File: config.mk
export PLATFORM = sky130hd
export DESIGN_NAME = uart_buffered_flat
export DESIGN_NICKNAME = d
export VERILOG_FILES = /design/src/rtl/uart_buffered_if.sv /design/src/rtl/uart_buffered.sv /design/src/flat_wrapper.sv
export SDC_FILE = /design/constraint.sdc
export NUM_CORES = 1
export LEC_CHECK = 0
export CORE_MARGIN = 2
export CORE_UTILIZATION = 50
export DETAILED_ROUTE_END_ITERATION = 16
export MAX_ROUTING_LAYER = met4
export PLACE_DENSITY_LB_ADDON = 0.25
export SETUP_SLACK_MARGIN = 0.15
export SLEW_MARGIN = 25
export SYNTH_ARGS = -nofsm -noshare
export SYNTH_HDL_FRONTEND = slang
export SYNTH_SLANG_ARGS = --single-unit
File: constraint.sdc
create_clock -name clk -period 6.14 [get_ports clk]
set_input_delay 1.228 -clock clk [delete_from_list [all_inputs] [get_ports clk]]
set_output_delay 1.228 -clock clk [all_outputs]
set_load 0.01 [all_outputs]
File: src/rtl/uart_buffered_if.sv
// uart_buffered_if: native CPU memory bus bundle for uart_buffered.
//   mem_valid  request from the master
//   mem_addr   byte address
//   mem_wstrb  write strobes, any bit set marks a write
//   mem_wdata  write data
//   mem_rdata  read data, valid while mem_ready is high
//   mem_ready  one-cycle completion pulse from the slave
interface uart_buffered_if;
  logic        mem_valid;
  logic [31:0] mem_addr;
  logic [3:0]  mem_wstrb;
  logic [31:0] mem_wdata;
  logic [31:0] mem_rdata;
  logic        mem_ready;

  modport master (
    output mem_valid, mem_addr, mem_wstrb, mem_wdata,
    input  mem_rdata, mem_ready
  );

  modport slave (
    input  mem_valid, mem_addr, mem_wstrb, mem_wdata,
    output mem_rdata, mem_ready
  );
endinterface

File: src/rtl/uart_buffered.sv
// uart_buffered: memory-mapped UART with TX/RX FIFOs, programmable baud
// divider and sticky overrun/framing (and optionally parity) error flags.
// Optional even parity is enabled by defining UART_BUFFERED_PARITY_EN.
// Ports:
//   clk     system clock
//   resetn  synchronous active-low reset
//   bus     memory bus slave (valid/ready, byte strobes), 256-byte window
//   tx      serial output, idle high
//   rx      serial input, asynchronous to clk
// Registers: 0x00 STATUS (W1C bits 2..4), 0x04 TXDATA, 0x08 RXDATA,
//            0x0C DIVIDER (clocks per bit, minimum 4).
module uart_buffered #(
  parameter logic [31:0] ADDR      = 32'h0000_0000,
  parameter real         CLK_FREQ  = 1e6,
  parameter real         BAUDRATE  = 115200,
  parameter int          DATA_BITS = 8,
  parameter int          STOP_BITS = 1,
  parameter int          TX_DEPTH  = 16,
  parameter int          RX_DEPTH  = 16
) (
  input  logic            clk,
  input  logic            resetn,
  uart_buffered_if.slave  bus,
  output logic            tx,
  input  logic            rx
);

  localparam int          RST_DIV_I = $rtoi(CLK_FREQ / BAUDRATE + 0.5);
  localparam logic [15:0] RST_DIV   = 16'(RST_DIV_I);
  localparam int          TAW       = $clog2(TX_DEPTH);
  localparam int          RAW       = $clog2(RX_DEPTH);
  localparam logic [2:0]  LAST_BIT  = 3'(DATA_BITS - 1);

  typedef enum logic [2:0] {TX_IDLE, TX_START, TX_DATA, TX_PARITY, TX_STOP} tx_state_t;
  typedef enum logic [2:0] {RX_IDLE, RX_START, RX_DATA, RX_PARITY, RX_STOP} rx_state_t;

  // ---------------- bus decode ----------------
  logic       sel, accept, is_wr;
  logic [7:0] off;
  logic       wr_status, wr_tx, wr_div, rd_rx;
  logic [15:0] unused_wdata;

  assign sel       = bus.mem_valid && (bus.mem_addr[31:8] == ADDR[31:8]);
  assign accept    = sel && !bus.mem_ready;
  assign is_wr     = |bus.mem_wstrb;
  assign off       = bus.mem_addr[7:0];
  assign wr_status = accept && is_wr && (off == 8'h00);
  assign wr_tx     = accept && is_wr && (off == 8'h04);
  assign rd_rx     = accept && !is_wr && (off == 8'h08);
  assign wr_div    = accept && is_wr && (off == 8'h0C);
  assign unused_wdata = bus.mem_wdata[31:16];

  logic [15:0] divider;
  logic        overrun, framing_err;
`ifdef UART_BUFFERED_PARITY_EN
  logic        parity_err;
`endif

  // ---------------- TX FIFO ----------------
  logic [DATA_BITS-1:0] tx_mem [TX_DEPTH];
  logic [TAW:0]         tx_wp, tx_rp;
  logic                 tx_empty, tx_full, tx_push, tx_pop;
  logic [DATA_BITS-1:0] tx_head;

  assign tx_empty = (tx_wp == tx_rp);
  assign tx_full  = (tx_wp[TAW] != tx_rp[TAW]) && (tx_wp[TAW-1:0] == tx_rp[TAW-1:0]);
  assign tx_push  = wr_tx && (!tx_full || tx_pop);
  assign tx_head  = tx_mem[tx_rp[TAW-1:0]];

  always_ff @(posedge clk) begin
    if (tx_push) tx_mem[tx_wp[TAW-1:0]] <= bus.mem_wdata[DATA_BITS-1:0];
  end

  always_ff @(posedge clk) begin
    if (!resetn) begin
      tx_wp <= '0;
      tx_rp <= '0;
    end else begin
      if (tx_push) tx_wp <= tx_wp + 1'b1;
      if (tx_pop)  tx_rp <= tx_rp + 1'b1;
    end
  end

  // ---------------- RX FIFO ----------------
  logic [DATA_BITS-1:0] rx_mem [RX_DEPTH];
  logic [RAW:0]         rx_wp, rx_rp;
  logic                 rx_empty, rx_full, rx_push, rx_pop;
  logic [DATA_BITS-1:0] rx_head, rx_shift;

  assign rx_empty = (rx_wp == rx_rp);
  assign rx_full  = (rx_wp[RAW] != rx_rp[RAW]) && (rx_wp[RAW-1:0] == rx_rp[RAW-1:0]);
  assign rx_pop   = rd_rx && !rx_empty;
  assign rx_head  = rx_mem[rx_rp[RAW-1:0]];

  always_ff @(posedge clk) begin
    if (rx_push) rx_mem[rx_wp[RAW-1:0]] <= rx_shift;
  end

  always_ff @(posedge clk) begin
    if (!resetn) begin
      rx_wp <= '0;
      rx_rp <= '0;
    end else begin
      if (rx_push) rx_wp <= rx_wp + 1'b1;
      if (rx_pop)  rx_rp <= rx_rp + 1'b1;
    end
  end

  // ---------------- TX shifter ----------------
  tx_state_t            tx_state;
  logic [16:0]          tx_cnt, tx_bit_len, tx_stop_len;
  logic [15:0]          tx_div;
  logic [DATA_BITS-1:0] tx_shift;
  logic [2:0]           tx_bit;
`ifdef UART_BUFFERED_PARITY_EN
  logic                 tx_par;
`endif

  assign tx_bit_len  = {1'b0, tx_div} - 17'd1;
  assign tx_stop_len = (STOP_BITS == 2) ? {tx_div, 1'b0} - 17'd1 : tx_bit_len;
  // Pop happens both from IDLE and at the last STOP clock so frames chain with no gap.
  assign tx_pop = !tx_empty && ((tx_state == TX_IDLE) ||
                                (tx_state == TX_STOP && tx_cnt == '0));

  always_ff @(posedge clk) begin
    if (!resetn) begin
      tx_state <= TX_IDLE;
      tx       <= 1'b1;
      tx_cnt   <= '0;
      tx_div   <= RST_DIV;
      tx_shift <= '0;
      tx_bit   <= '0;
`ifdef UART_BUFFERED_PARITY_EN
      tx_par   <= 1'b0;
`endif
    end else begin
      case (tx_state)
        TX_IDLE, TX_STOP: begin
          if (tx_state == TX_IDLE || tx_cnt == '0) begin
            if (!tx_empty) begin
              tx       <= 1'b0;
              tx_shift <= tx_head;
              tx_div   <= divider;
              tx_cnt   <= {1'b0, divider} - 17'd1;
              tx_state <= TX_START;
`ifdef UART_BUFFERED_PARITY_EN
              tx_par   <= ^tx_head;
`endif
            end else begin
              tx       <= 1'b1;
              tx_state <= TX_IDLE;
            end
          end else begin
            tx_cnt <= tx_cnt - 17'd1;
          end
        end
        TX_START: begin
          if (tx_cnt == '0) begin
            tx       <= tx_shift[0];
            tx_shift <= tx_shift >> 1;
            tx_bit   <= '0;
            tx_cnt   <= tx_bit_len;
            tx_state <= TX_DATA;
          end else begin
            tx_cnt <= tx_cnt - 17'd1;
          end
        end
        TX_DATA: begin
          if (tx_cnt == '0) begin
            if (tx_bit == LAST_BIT) begin
`ifdef UART_BUFFERED_PARITY_EN
              tx       <= tx_par;
              tx_cnt   <= tx_bit_len;
              tx_state <= TX_PARITY;
`else
              tx       <= 1'b1;
              tx_cnt   <= tx_stop_len;
              tx_state <= TX_STOP;
`endif
            end else begin
              tx       <= tx_shift[0];
              tx_shift <= tx_shift >> 1;
              tx_bit   <= tx_bit + 3'd1;
              tx_cnt   <= tx_bit_len;
            end
          end else begin
            tx_cnt <= tx_cnt - 17'd1;
          end
        end
`ifdef UART_BUFFERED_PARITY_EN
        TX_PARITY: begin
          if (tx_cnt == '0) begin
            tx       <= 1'b1;
            tx_cnt   <= tx_stop_len;
            tx_state <= TX_STOP;
          end else begin
            tx_cnt <= tx_cnt - 17'd1;
          end
        end
`endif
        default: begin
          tx       <= 1'b1;
          tx_state <= TX_IDLE;
        end
      endcase
    end
  end

  // ---------------- RX sampler ----------------
  rx_state_t   rx_state;
  logic        rx_s1, rx_s2;
  logic [15:0] rx_cnt, rx_div;
  logic [2:0]  rx_bit;
  logic        stop_hit;
`ifdef UART_BUFFERED_PARITY_EN
  logic        rx_par_bit;
`endif

  assign stop_hit = (rx_state == RX_STOP) && (rx_cnt == '0);
  assign rx_push  = stop_hit && rx_s2 && (!rx_full || rx_pop);

  always_ff @(posedge clk) begin
    if (!resetn) begin
      rx_s1    <= 1'b1;
      rx_s2    <= 1'b1;
      rx_state <= RX_IDLE;
      rx_cnt   <= '0;
      rx_div   <= RST_DIV;
      rx_bit   <= '0;
      rx_shift <= '0;
`ifdef UART_BUFFERED_PARITY_EN
      rx_par_bit <= 1'b0;
`endif
    end else begin
      rx_s1 <= rx;
      rx_s2 <= rx_s1;
      case (rx_state)
        RX_IDLE: begin
          if (!rx_s2) begin
            rx_div   <= divider;
            rx_cnt   <= {1'b0, divider[15:1]} - 16'd1;
            rx_state <= RX_START;
          end
        end
        RX_START: begin
          if (rx_cnt == '0) begin
            if (rx_s2) begin
              rx_state <= RX_IDLE;
            end else begin
              rx_cnt   <= rx_div - 16'd1;
              rx_bit   <= '0;
              rx_state <= RX_DATA;
            end
          end else begin
            rx_cnt <= rx_cnt - 16'd1;
          end
        end
        RX_DATA: begin
          if (rx_cnt == '0) begin
            rx_shift <= {rx_s2, rx_shift[DATA_BITS-1:1]};
            rx_cnt   <= rx_div - 16'd1;
            if (rx_bit == LAST_BIT) begin
`ifdef UART_BUFFERED_PARITY_EN
              rx_state <= RX_PARITY;
`else
              rx_state <= RX_STOP;
`endif
            end else begin
              rx_bit <= rx_bit + 3'd1;
            end
          end else begin
            rx_cnt <= rx_cnt - 16'd1;
          end
        end
`ifdef UART_BUFFERED_PARITY_EN
        RX_PARITY: begin
          if (rx_cnt == '0) begin
            rx_par_bit <= rx_s2;
            rx_cnt     <= rx_div - 16'd1;
            rx_state   <= RX_STOP;
          end else begin
            rx_cnt <= rx_cnt - 16'd1;
          end
        end
`endif
        RX_STOP: begin
          // Leave at the stop-bit centre so the next start edge is not missed.
          if (rx_cnt == '0) rx_state <= RX_IDLE;
          else              rx_cnt   <= rx_cnt - 16'd1;
        end
        default: rx_state <= RX_IDLE;
      endcase
    end
  end

  // ---------------- control registers and flags ----------------
  always_ff @(posedge clk) begin
    if (!resetn) begin
      divider     <= RST_DIV;
      overrun     <= 1'b0;
      framing_err <= 1'b0;
`ifdef UART_BUFFERED_PARITY_EN
      parity_err  <= 1'b0;
`endif
    end else begin
      if (wr_div) divider <= (bus.mem_wdata[15:0] < 16'd4) ? 16'd4 : bus.mem_wdata[15:0];
      // Set terms are OR-ed after the clear so a same-cycle event survives W1C.
      overrun     <= (stop_hit && rx_s2 && rx_full && !rx_pop) ||
                     (overrun && !(wr_status && bus.mem_wdata[2]));
      framing_err <= (stop_hit && !rx_s2) ||
                     (framing_err && !(wr_status && bus.mem_wdata[3]));
`ifdef UART_BUFFERED_PARITY_EN
      parity_err  <= (stop_hit && rx_s2 && ((^rx_shift) != rx_par_bit)) ||
                     (parity_err && !(wr_status && bus.mem_wdata[4]));
`endif
    end
  end

  // ---------------- read path ----------------
  logic [31:0] status, rd_val;
  logic        par_flag;

`ifdef UART_BUFFERED_PARITY_EN
  assign par_flag = parity_err;
`else
  assign par_flag = 1'b0;
`endif

  assign status = {26'd0, (!tx_empty || tx_state != TX_IDLE), par_flag,
                   framing_err, overrun, !rx_empty, !tx_full};

  always_comb begin
    rd_val = '0;
    case (off)
      8'h00:   rd_val = status;
      8'h08:   rd_val = rx_empty ? '0 : 32'(rx_head);
      8'h0C:   rd_val = {16'd0, divider};
      default: rd_val = '0;
    endcase
  end

  always_ff @(posedge clk) begin
    if (!resetn) begin
      bus.mem_ready <= 1'b0;
      bus.mem_rdata <= '0;
    end else begin
      bus.mem_ready <= accept;
      bus.mem_rdata <= (accept && !is_wr) ? rd_val : '0;
    end
  end

endmodule
File: src/flat_wrapper.sv
// flat-port wrapper written by rule: the top's interface ports become plain ports
module uart_buffered_flat 
#(
  parameter logic [31:0] ADDR      = 32'h0000_0000,
  parameter real         CLK_FREQ  = 1e6,
  parameter real         BAUDRATE  = 115200,
  parameter int          DATA_BITS = 8,
  parameter int          STOP_BITS = 1,
  parameter int          TX_DEPTH  = 16,
  parameter int          RX_DEPTH  = 16
)
  (clk, resetn, tx, rx, bus_mem_valid, bus_mem_addr, bus_mem_wstrb, bus_mem_wdata, bus_mem_rdata, bus_mem_ready);
  uart_buffered_if bus_i ();
  input  logic clk;
  input  logic resetn;
  output logic tx;
  input  logic rx;
  input wire logic [$bits(bus_i.mem_valid)-1:0] bus_mem_valid;
  input wire logic [$bits(bus_i.mem_addr)-1:0] bus_mem_addr;
  input wire logic [$bits(bus_i.mem_wstrb)-1:0] bus_mem_wstrb;
  input wire logic [$bits(bus_i.mem_wdata)-1:0] bus_mem_wdata;
  output wire logic [$bits(bus_i.mem_rdata)-1:0] bus_mem_rdata;
  output wire logic [$bits(bus_i.mem_ready)-1:0] bus_mem_ready;
  assign bus_i.mem_valid = bus_mem_valid;
  assign bus_i.mem_addr = bus_mem_addr;
  assign bus_i.mem_wstrb = bus_mem_wstrb;
  assign bus_i.mem_wdata = bus_mem_wdata;
  assign bus_mem_rdata = bus_i.mem_rdata;
  assign bus_mem_ready = bus_i.mem_ready;
  uart_buffered #(.ADDR(ADDR), .CLK_FREQ(CLK_FREQ), .BAUDRATE(BAUDRATE), .DATA_BITS(DATA_BITS), .STOP_BITS(STOP_BITS), .TX_DEPTH(TX_DEPTH), .RX_DEPTH(RX_DEPTH)) u_core (.clk(clk), .resetn(resetn), .bus(bus_i), .tx(tx), .rx(rx));
endmodule
After elaboration in Yosys (flattened, before gate mapping)
Memories as Yosys holds them, arrays and structs flattened. A register that Yosys moved wholly into a read port is not among the register bits.
Cells that the tools add are included.
{ "op_classes": {"n_addsub": 12, "n_lt_le_gt_ge": 1, "n_eq_ne": 33, "muxes": 55, "n_bitwise": 2, "n_reduce_logical": 68} }
{ "ops": {"columns": ["cell", "count"], "rows": [
  ["two-way mux 16 bit", 6],
  ["case mux 32 bit (3 select lines)", 1],
  ["case mux 16 bit (4 select lines)", 1],
  ["two-way mux 17 bit", 3],
  ["two-way mux 3 bit", 16],
  ["two-way mux 8 bit", 6],
  ["case mux 17 bit (2 select lines)", 1],
  ["subtractor 16 x 1 -> 17 bit, second input constant", 2],
  ["subtractor 16 x 1 -> 16 bit, second input constant", 2],
  ["logical AND 1 bit", 24],
  ["zero test 24 bit", 1],
  ["case mux 8 bit (3 select lines)", 1],
  ["adder 5 x 1 -> 5 bit, second input constant", 4],
  ["zero test 17 bit", 1],
  ["subtractor 17 x 1 -> 17 bit, second input constant", 1],
  ["== test 8 x 4 -> 1 bit, second input constant", 2],
  ["zero test 16 bit", 1],
  ["less-than comparator 16 x 3 -> 1 bit, second input constant", 1],
  ["two-way mux 4 bit", 4],
  ["subtractor 15 x 1 -> 16 bit, second input constant", 1],
  ["inequality test 2 x 1 -> 1 bit, second input constant", 7],
  ["inequality test 2 bit, second input constant", 7],
  ["== test 3 bit, second input constant", 4],
  ["case mux 3 bit (2 select lines)", 2],
  ["other kinds (28)", 72]
]} }
{ "word_totals": {"reg_bits": 167, "mem_bits_rw": 256, "in_bits": 72, "n_memories": 2} }
{ "mem_list": {"columns": ["memory", "depth", "width", "rd", "rd_ports_with_merged_regs", "write_ports", "line_no", "rtl"], "rows": [
  ["u_core.rx_mem", 16, 8, 1, 1, 1, "uart_buffered.sv:85", "logic [DATA_BITS-1:0] rx_mem [RX_DEPTH];"],
  ["u_core.tx_mem", 16, 8, 1, 1, 1, "uart_buffered.sv:60", "logic [DATA_BITS-1:0] tx_mem [TX_DEPTH];"]
]} }

Logic depth before layout (Yosys ltp)
Gate-level depths: netlist of the first run.
{ "depth": {"depth_word": 10, "ltp_mapped": 11} }

Worst setup path after synthesis of the first run
Ideal clock, no wire load.
{ "synth_path": {"path_type": "input to register", "startpoint": "in bus_mem_addr[15]", "endpoint": "mem u_core.tx_mem[3][0] (enable)", "setup_ps": 383, "arrival_ps": 3221, "slack_ps": 2535, "stages": 7, "path_buffers": 1, "path_cell_list": "nor4_1 -> nand4_1 -> nor3_1 -> o2111a_1 -> clkbuf_1 -> nand2_1 -> nor3_1"} }
{ "synth_via": {"elab_chain_len": 8} }
{ "synth_lines": {"columns": ["item", "line_no", "rtl"], "rows": [
  ["from (decl)", "flat_wrapper.sv:19", "input wire logic [$bits(bus_i.mem_addr)-1:0] bus_mem_addr;"],
  ["zero test 24 bit", "uart_buffered.sv:43", "assign sel = bus.mem_valid && (bus.mem_addr[31:8] == ADDR[31:8]);"],
  ["logical AND 1 bit", "uart_buffered.sv:43", null],
  ["logical AND 1 bit", "uart_buffered.sv:44", "assign accept = sel && !bus.mem_ready;"],
  ["logical AND 1 bit (2 in series)", "uart_buffered.sv:48", "assign wr_tx = accept && is_wr && (off == 8'h04);"],
  ["logical AND 1 bit", "uart_buffered.sv:67", "assign tx_push = wr_tx && (!tx_full || tx_pop);"],
  ["two-way mux 1 bit", "uart_buffered.sv:71", "if (tx_push) tx_mem[tx_wp[TAW-1:0]] <= bus.mem_wdata[DATA_BITS-1:0];"],
  ["two-way mux 1 bit (not written as such)", "uart_buffered.sv:71", null],
  ["to (decl)", "uart_buffered.sv:60", null]
]} }
Every way passes these cells.

Final worst setup path of the first run
{ "layout_path": {"startpoint": "in bus_mem_addr[5]", "endpoint": "mem u_core.rx_mem[3][4] (enable)"} }
{ "layout_via": {"elab_chain_len": 7} }
{ "layout_lines": {"columns": ["item", "line_no", "rtl"], "rows": [
  ["== test 8 x 4 -> 1 bit", "uart_buffered.sv:49", "assign rd_rx = accept && !is_wr && (off == 8'h08);"],
  ["logical AND 1 bit", "uart_buffered.sv:49", null],
  ["logical AND 1 bit", "uart_buffered.sv:92", "assign rx_pop = rd_rx && !rx_empty;"],
  ["logical OR 1 bit", "uart_buffered.sv:220", "assign rx_push = stop_hit && rx_s2 && (!rx_full || rx_pop);"],
  ["logical AND 1 bit", "uart_buffered.sv:220", null],
  ["two-way mux 1 bit", "uart_buffered.sv:96", "if (rx_push) rx_mem[rx_wp[RAW-1:0]] <= rx_shift;"],
  ["two-way mux 1 bit (not written as such)", "uart_buffered.sv:96", null],
  ["to (decl)", "uart_buffered.sv:85", null]
]} }
Every way passes these cells.

==> out/results.ini, run 1 <==
[place]
dpl.hpwl_microns = 29800
io_buffer_count = 73
dp.cells = 2078
post_dp_cell_area_sq_um = 20000
gp_congestion = 0.917

[worst_setup_path]
cp-startpoint = bus_mem_addr[5]
start_kind = input port
cpPeakStageDelay_ps = 800
path_class = input port to register
crit_chain = clkdlybuf4s50_1 > nor4_1 > nand4b_1 > nor4_1 > buf_4 > o2111a_1 > and3_1
rr_endpoint = u_core.rx_mem[3][4]
rrSetupSlack_ps = 2640
crit_slowest_cell = nor4_1
crit_end = u_core.rx_mem[3][4]
end_kind = register
crit_fanout = 18
worst_ep_arrival_time_ps = 4320
r2r.worst_path.cells = 5
cp.required_ps = 6330
r2r-start = u_core.rx_cnt[2]
cpMostUsedCell = nor4_1

[synthesis]
synth_edf_count = 256
yosys.area_share.simple = 0.145
synth-compound-area-share = 0.0863
synth_fa_ha_area_frac = 0.0158
synth_warnings = 0
synth_top_area_share = 0.408
yosys.area.top_type = edfxtp_1
syn_area_per_cell_sq_um = 12.0
syn_inst = 1568
synth_top_family_by_area = simple AND/OR/NAND/NOR gates
synth_seq_area_share = 0.577
ys.flop_type = edfxtp_1
yosysUniqueCellTypes = 72
synthTopCellsByArea = edfxtp_1 41%, dfxtp_1 17%, mux4_2 9.4%
async_flop_share = 0
ys_seq_elements = 415
synth_xor_area_frac = 0.0405
syn_area_sq_um = 18800
muxShareOfSynthArea = 0.104

[clocking]
cts_hold_buf = 0
cts_tree = done
cts_max_path_buffers = 3
cts.sinks = 415
postCtsSetupRepairBufs = 0
cts_buffers = 42
clk_pin_slew_ps = 60
cts-root-buf = clkbuf_16
insertion_delay_ps = 550
cts-resized-gates = 0
htreeDepth = 2

[timing]
hold_slack_ps = 407
setup_violations = 0
rsz0062_at_grt = false
slew_headroom = 0.311
post-route-period-util = 0.672
hold_violations = 0
skew_ps = 15.6
min_period_ps = 4130
slew_viol_final = 0
tightest_slew_ps = 1020
tns_ps = 0
fmax_mhz = 242

[global_routing]
antenna_found_initial = 0
grt_pass1_vias = 12200
grt_pass1_wl_microns = 69300
overflow = 0
grt_max_degree = 45
grtUsageTotal = 0.238

[detailed_routing]
drt-pass1-iter-count = 7
viasPerCell = 5.98
drc = 0
drtIter0Drc = 1237
vias = 12900
routed_wl_microns = 44600
wl_per_cell_microns = 20.7
antenna_left = 0

[pwr]
power.leakage_nw = 7.07
power_density_nw_per_um2 = 334
peakVddDrop_uv = 275

[flow_run]
max_cap_viol_count = 0

[min_path]
worstHoldPathType = register to register

[floorplanning]
die_h_microns = 198
core_sq_um = 37400
ios = 106
die_w_microns = 198
die-area_sq_um = 39200
start_util = 0.504
rows = 71

[final_layout]
layout_common_cells = 256 x edfxtp_1, 194 x nand2_1, 157 x dfxtp_1, 92 x nor2_1, 87 x a21oi_1
layout.nets = 1706
drive_above_1_share = 0.116
final_common_cell = edfxtp_1
final_cell_count_no_fill = 2154
design_area_sq_um = 21400
diodes = 0
syn2layout_area_growth_pct = 13.4

[run_status]
run_status = finished, final reports clean

==> worst min path at each step <==
| stage | start | end | slack [ps] | cells after the start |
|---|---|---|---|---|
| CTS | u_core.rx_s1 | u_core.rx_s2 | 410 | 1 |
| floorplan | u_core.rx_s1 | u_core.rx_s2 | 390 | 1 |
| finish | u_core.rx_s1 | u_core.rx_s2 | 410 | 1 |
| detailed placement | u_core.rx_s1 | u_core.rx_s2 | 390 | 1 |
| global route | u_core.rx_s1 | u_core.rx_s2 | 420 | 1 |
| global placement | u_core.rx_s1 | u_core.rx_s2 | 390 | 1 |
==> logic make-up (layout without fill, tap and decap cells) <==
kind of cell    count (synthesis)  after routing
compound gates                256            256
flops                         415            415
buf+inv                       140            200
other cells                     1             16
xor+xnor                       87             87
simple gates                  549            549
mux                            96             96
fa+ha+maj                      24             24
==> cell type report <==
class	count	area, sq um
clock buffers	52	1120
multi-input cells	1028	7450
repair buffers	102	943
clock inverters	24	245
well taps	511	639
fillers	2988	16000
flip-flops and latches	415	10900
inverters	22	83.8
==> routing by layer <==
| metal | GRT usage | up-vias | wire length [microns] |
|---|---|---|---|
| li1 | - | 5960 | - |
| met1 | 0.316 | 6373 | 19100 |
| met2 | 0.379 | 467 | 21400 |
| met3 | 0.0359 | 78 | 2930 |
| met4 | 0.0755 | 0 | 1280 |
| met5 | - | - | 0 |
==> registers in the layout (all words and copies together), names as in the netlist, 3 cells and up, named ones only <==
register	cells
u_core.tx_wp	5
u_core.rx_div	16
u_core.tx_shift	8
u_core.rx_wp	5
u_core.tx_rp	5
u_core.divider	16
u_core.tx_mem	128
u_core.rx_rp	5
u_core.bus.mem_rdata	16
u_core.tx_div	16
u_core.tx_cnt	17
u_core.rx_mem	128
u_core.tx_state	3
u_core.rx_bit	3
u_core.rx_cnt	16
u_core.rx_state	3
u_core.tx_bit	3
u_core.rx_shift	8
==> where the power goes <==
group          leakage (nW)  switching, W  internal, W
registers              3.62     0.0000718      0.00300
clock network         0.661       0.00107      0.00147
logic                  2.79      0.000933     0.000579
==> Yosys cell counts (all sizes together), types with 4 or more instances <==
library cell / n
or4: 16
a211oi: 9
or3: 7
nand4: 18
xnor2: 40
nor3: 44
a31oi: 27
o21a: 4
nand3: 41
nand3b: 7
a22oi: 12
xor2: 47
mux2i: 16
a21oi: 87
nand4b: 4
nand2: 194
o21ai: 45
a211o: 4
nand2b: 21
nor2b: 7
dfxtp: 159
nor2: 94
o211ai: 7
clkbuf: 83
edfxtp: 256
nor3b: 8
inv: 22
a222oi: 4
a221oi: 6
ha: 23
buf: 35
o22ai: 15
mux4: 79
nor4: 41
and2: 17
and3: 17
or2: 4
==> worst max-delay path, delay by kind of cell <==
kind                   cells  cell delay (ps)
AO/OA/AOI/OAI              1              550
buffers and inverters      2              600
AND/OR/NAND/NOR            4             1920
==> stage by stage <==
stage / setup slack [ps] / power [W] / util
floorplan: 2540 / 0.00423 / -
global placement: 1610 / 0.00458 / 0.534
detailed placement: 1520 / 0.00460 / 0.534
CTS: 2070 / 0.00713 / 0.571
global route: 1880 / 0.00742 / 0.571
finish: 2010 / 0.00712 / 0.571
Note: power is estimated with default switching activity, not from simulation.
==> run 2, diff against run 1 <==
==> constraint.sdc (replaced) <==
create_clock -name clk -period 4.1 [get_ports clk]
set_input_delay 0.82 -clock clk [delete_from_list [all_inputs] [get_ports clk]]
set_output_delay 0.82 -clock clk [all_outputs]
set_load 0.01 [all_outputs]
==> run 2 against run 1 <==
Net effect: sequential power is 50% higher; routed wire length is 0.76% lower; worst hold slack better by 9.3 ps; first-iteration DRC count is 19% lower; combinational power is 50% higher; sequential cell count stayed put; utilization is 0.62 points higher; global-route usage is 0.22 points lower; die area stayed put; clock power is 54% higher; total power is 51% higher; critical path type is now register to register; largest cell class unchanged; largest power group unchanged.
==> out/results.ini, run 2 (synthesis gave the netlist of run 1 again) <==
[final_layout]
layout_common_cells = 256 x edfxtp_1, 194 x nand2_1, 157 x dfxtp_1, 92 x nor2_1, 87 x a21oi_1
final_util = 0.577
multi_input_area_sq_um = 7440
final_common_cell = edfxtp_1
seqCellArea_sq_um = 10900
fillerInstances = 2998
drive_above_1_share = 0.130
layout.nets = 1732
syn2layout_area_growth_pct = 14.6
final_cell_count_no_fill = 2185

[timing]
min_period_ps = 3420
rsz0062_at_grt = false
fmax_mhz = 293
tightest_slew_ps = 975
slew_viol_final = 0
post-route-period-util = 0.834
tns_ps = 0
finalWorstSetupSlack_ps = 682
setup_violations = 0
hold_violations = 0
hold_slack_ps = 416
slew_headroom = 0.344
skew_ps = 20.4

[global_routing]
antenna_found_initial = 1
overflow = 0
grt_pass1_vias = 12600
grtUsageTotal = 0.236
grt_max_degree = 53
grt_pass1_wl_microns = 69600

[worst_setup_path]
crit_family = simple AND/OR/NAND/NOR gates
start_kind = register
crit_fanout = 16
rrSetupSlack_ps = 680
path_class = register to register
path_buf_inv = 0
cpPeakStageDelay_ps = 710
crit_slowest_cell = or4_1
cp.required_ps = 4290
crit_chain = or4_4 > or4_1 > nor2_8 > o2111a_1 > and3_1
end_kind = register
worst_ep_arrival_time_ps = 3610

[clocking]
cts-resized-gates = 0
cts_buffers = 44
postCtsSetupRepairBufs = 0
cts_tree = done
insertion_delay_ps = 550
cts-root-buf = clkbuf_16
clk_pin_slew_ps = 60
cts.sinks = 415
cts_max_path_buffers = 3
htreeDepth = 2
cts_hold_buf = 0

[detailed_routing]
wl_met3_microns = 2420
wl_per_cell_microns = 20.3
drc = 0
vias = 12900
met1_length_microns = 19500
routed_wl_microns = 44300
drt-pass1-iter-count = 5
highest_layer = met4
wl_met2_microns = 21300
antenna_left = 0
drtIter0Drc = 1004
viasPerCell = 5.90

[floorplanning]
start_util = 0.504
die_h_microns = 198
die-area_sq_um = 39200
die_w_microns = 198
rows = 71
ios = 106
core_sq_um = 37400

[pwr]
power.leakage_nw = 7.23
power.switching_w = 0.00312
swShare = 0.290
power_density_nw_per_um2 = 498
p_int_w = 0.00764
clkPwrFrac = 0.362
peakVddDrop_uv = 313
pwr-share-comb = 0.210
seqPwrFrac = 0.427

[place]
gp_congestion = 0.892
io_buffer_count = 73
dp.cells = 2102
dp_slack_ps = 337
dpl.hpwl_microns = 30300

[run_status]
run_status = finished, final reports clean

[min_path]
worstHoldPathType = register to register

[flow_run]
max_cap_viol_count = 0

run 2: worst paths after layout:
| path | start | endpoint | depth (start not counted) |
|---|---|---|---|
| max reg2reg | u_core.rx_cnt[2] | u_core.rx_mem[8][3] | 5 |
| min reg2reg | u_core.rx_s1 | u_core.rx_s2 | 1 |
| max | u_core.rx_cnt[2] | u_core.rx_mem[8][3] | 5 |
| min | u_core.rx_s1 | u_core.rx_s2 | 1 |
run 2: area by class of cell:
class / count / area share
sequential: 415 / 0.504
multi-input combinational: 1028 / 0.345
clock buffer: 55 / 0.0558
timing repair buffer: 126 / 0.0520
tap: 511 / 0.0296
clock inverter: 27 / 0.0102
inverter: 22 / 0.00388
antenna: 1 / 0.000116
run 2: worst reg2reg max path, cell delays in order, from the launching register on:
cell	delay (ps)
dfxtp_1	370
or4_4	600
or4_1	710
nor2_8	310
o2111a_1	550
and3_1	510
run 2: power by group through the flow:
stage          registers [W]  logic [W]  clock network (W)
3_5_place_dp         0.00468    0.00223                  0
3_3_place_gp         0.00468    0.00220                  0
4_1_cts              0.00459    0.00224            0.00396
5_1_grt              0.00460    0.00248            0.00412
2_1_floorplan        0.00464    0.00170                  0
6_report             0.00459    0.00226            0.00390
run 2: per-stage QoR:
step / cell area, sq um / total power, W
floorplan: 18900 / 0.00634
global placement: 20200 / 0.00688
detailed placement: 20200 / 0.00691
global route: 21600 / 0.0112
finish: 21600 / 0.0108
CTS: 21600 / 0.0108
run 2: per-layer routing:
layer,global-route usage,up-vias
met5,-,-
met4,0.0691,0
met3,0.0346,80
met2,0.378,378
met1,0.314,6439
li1,-,6002
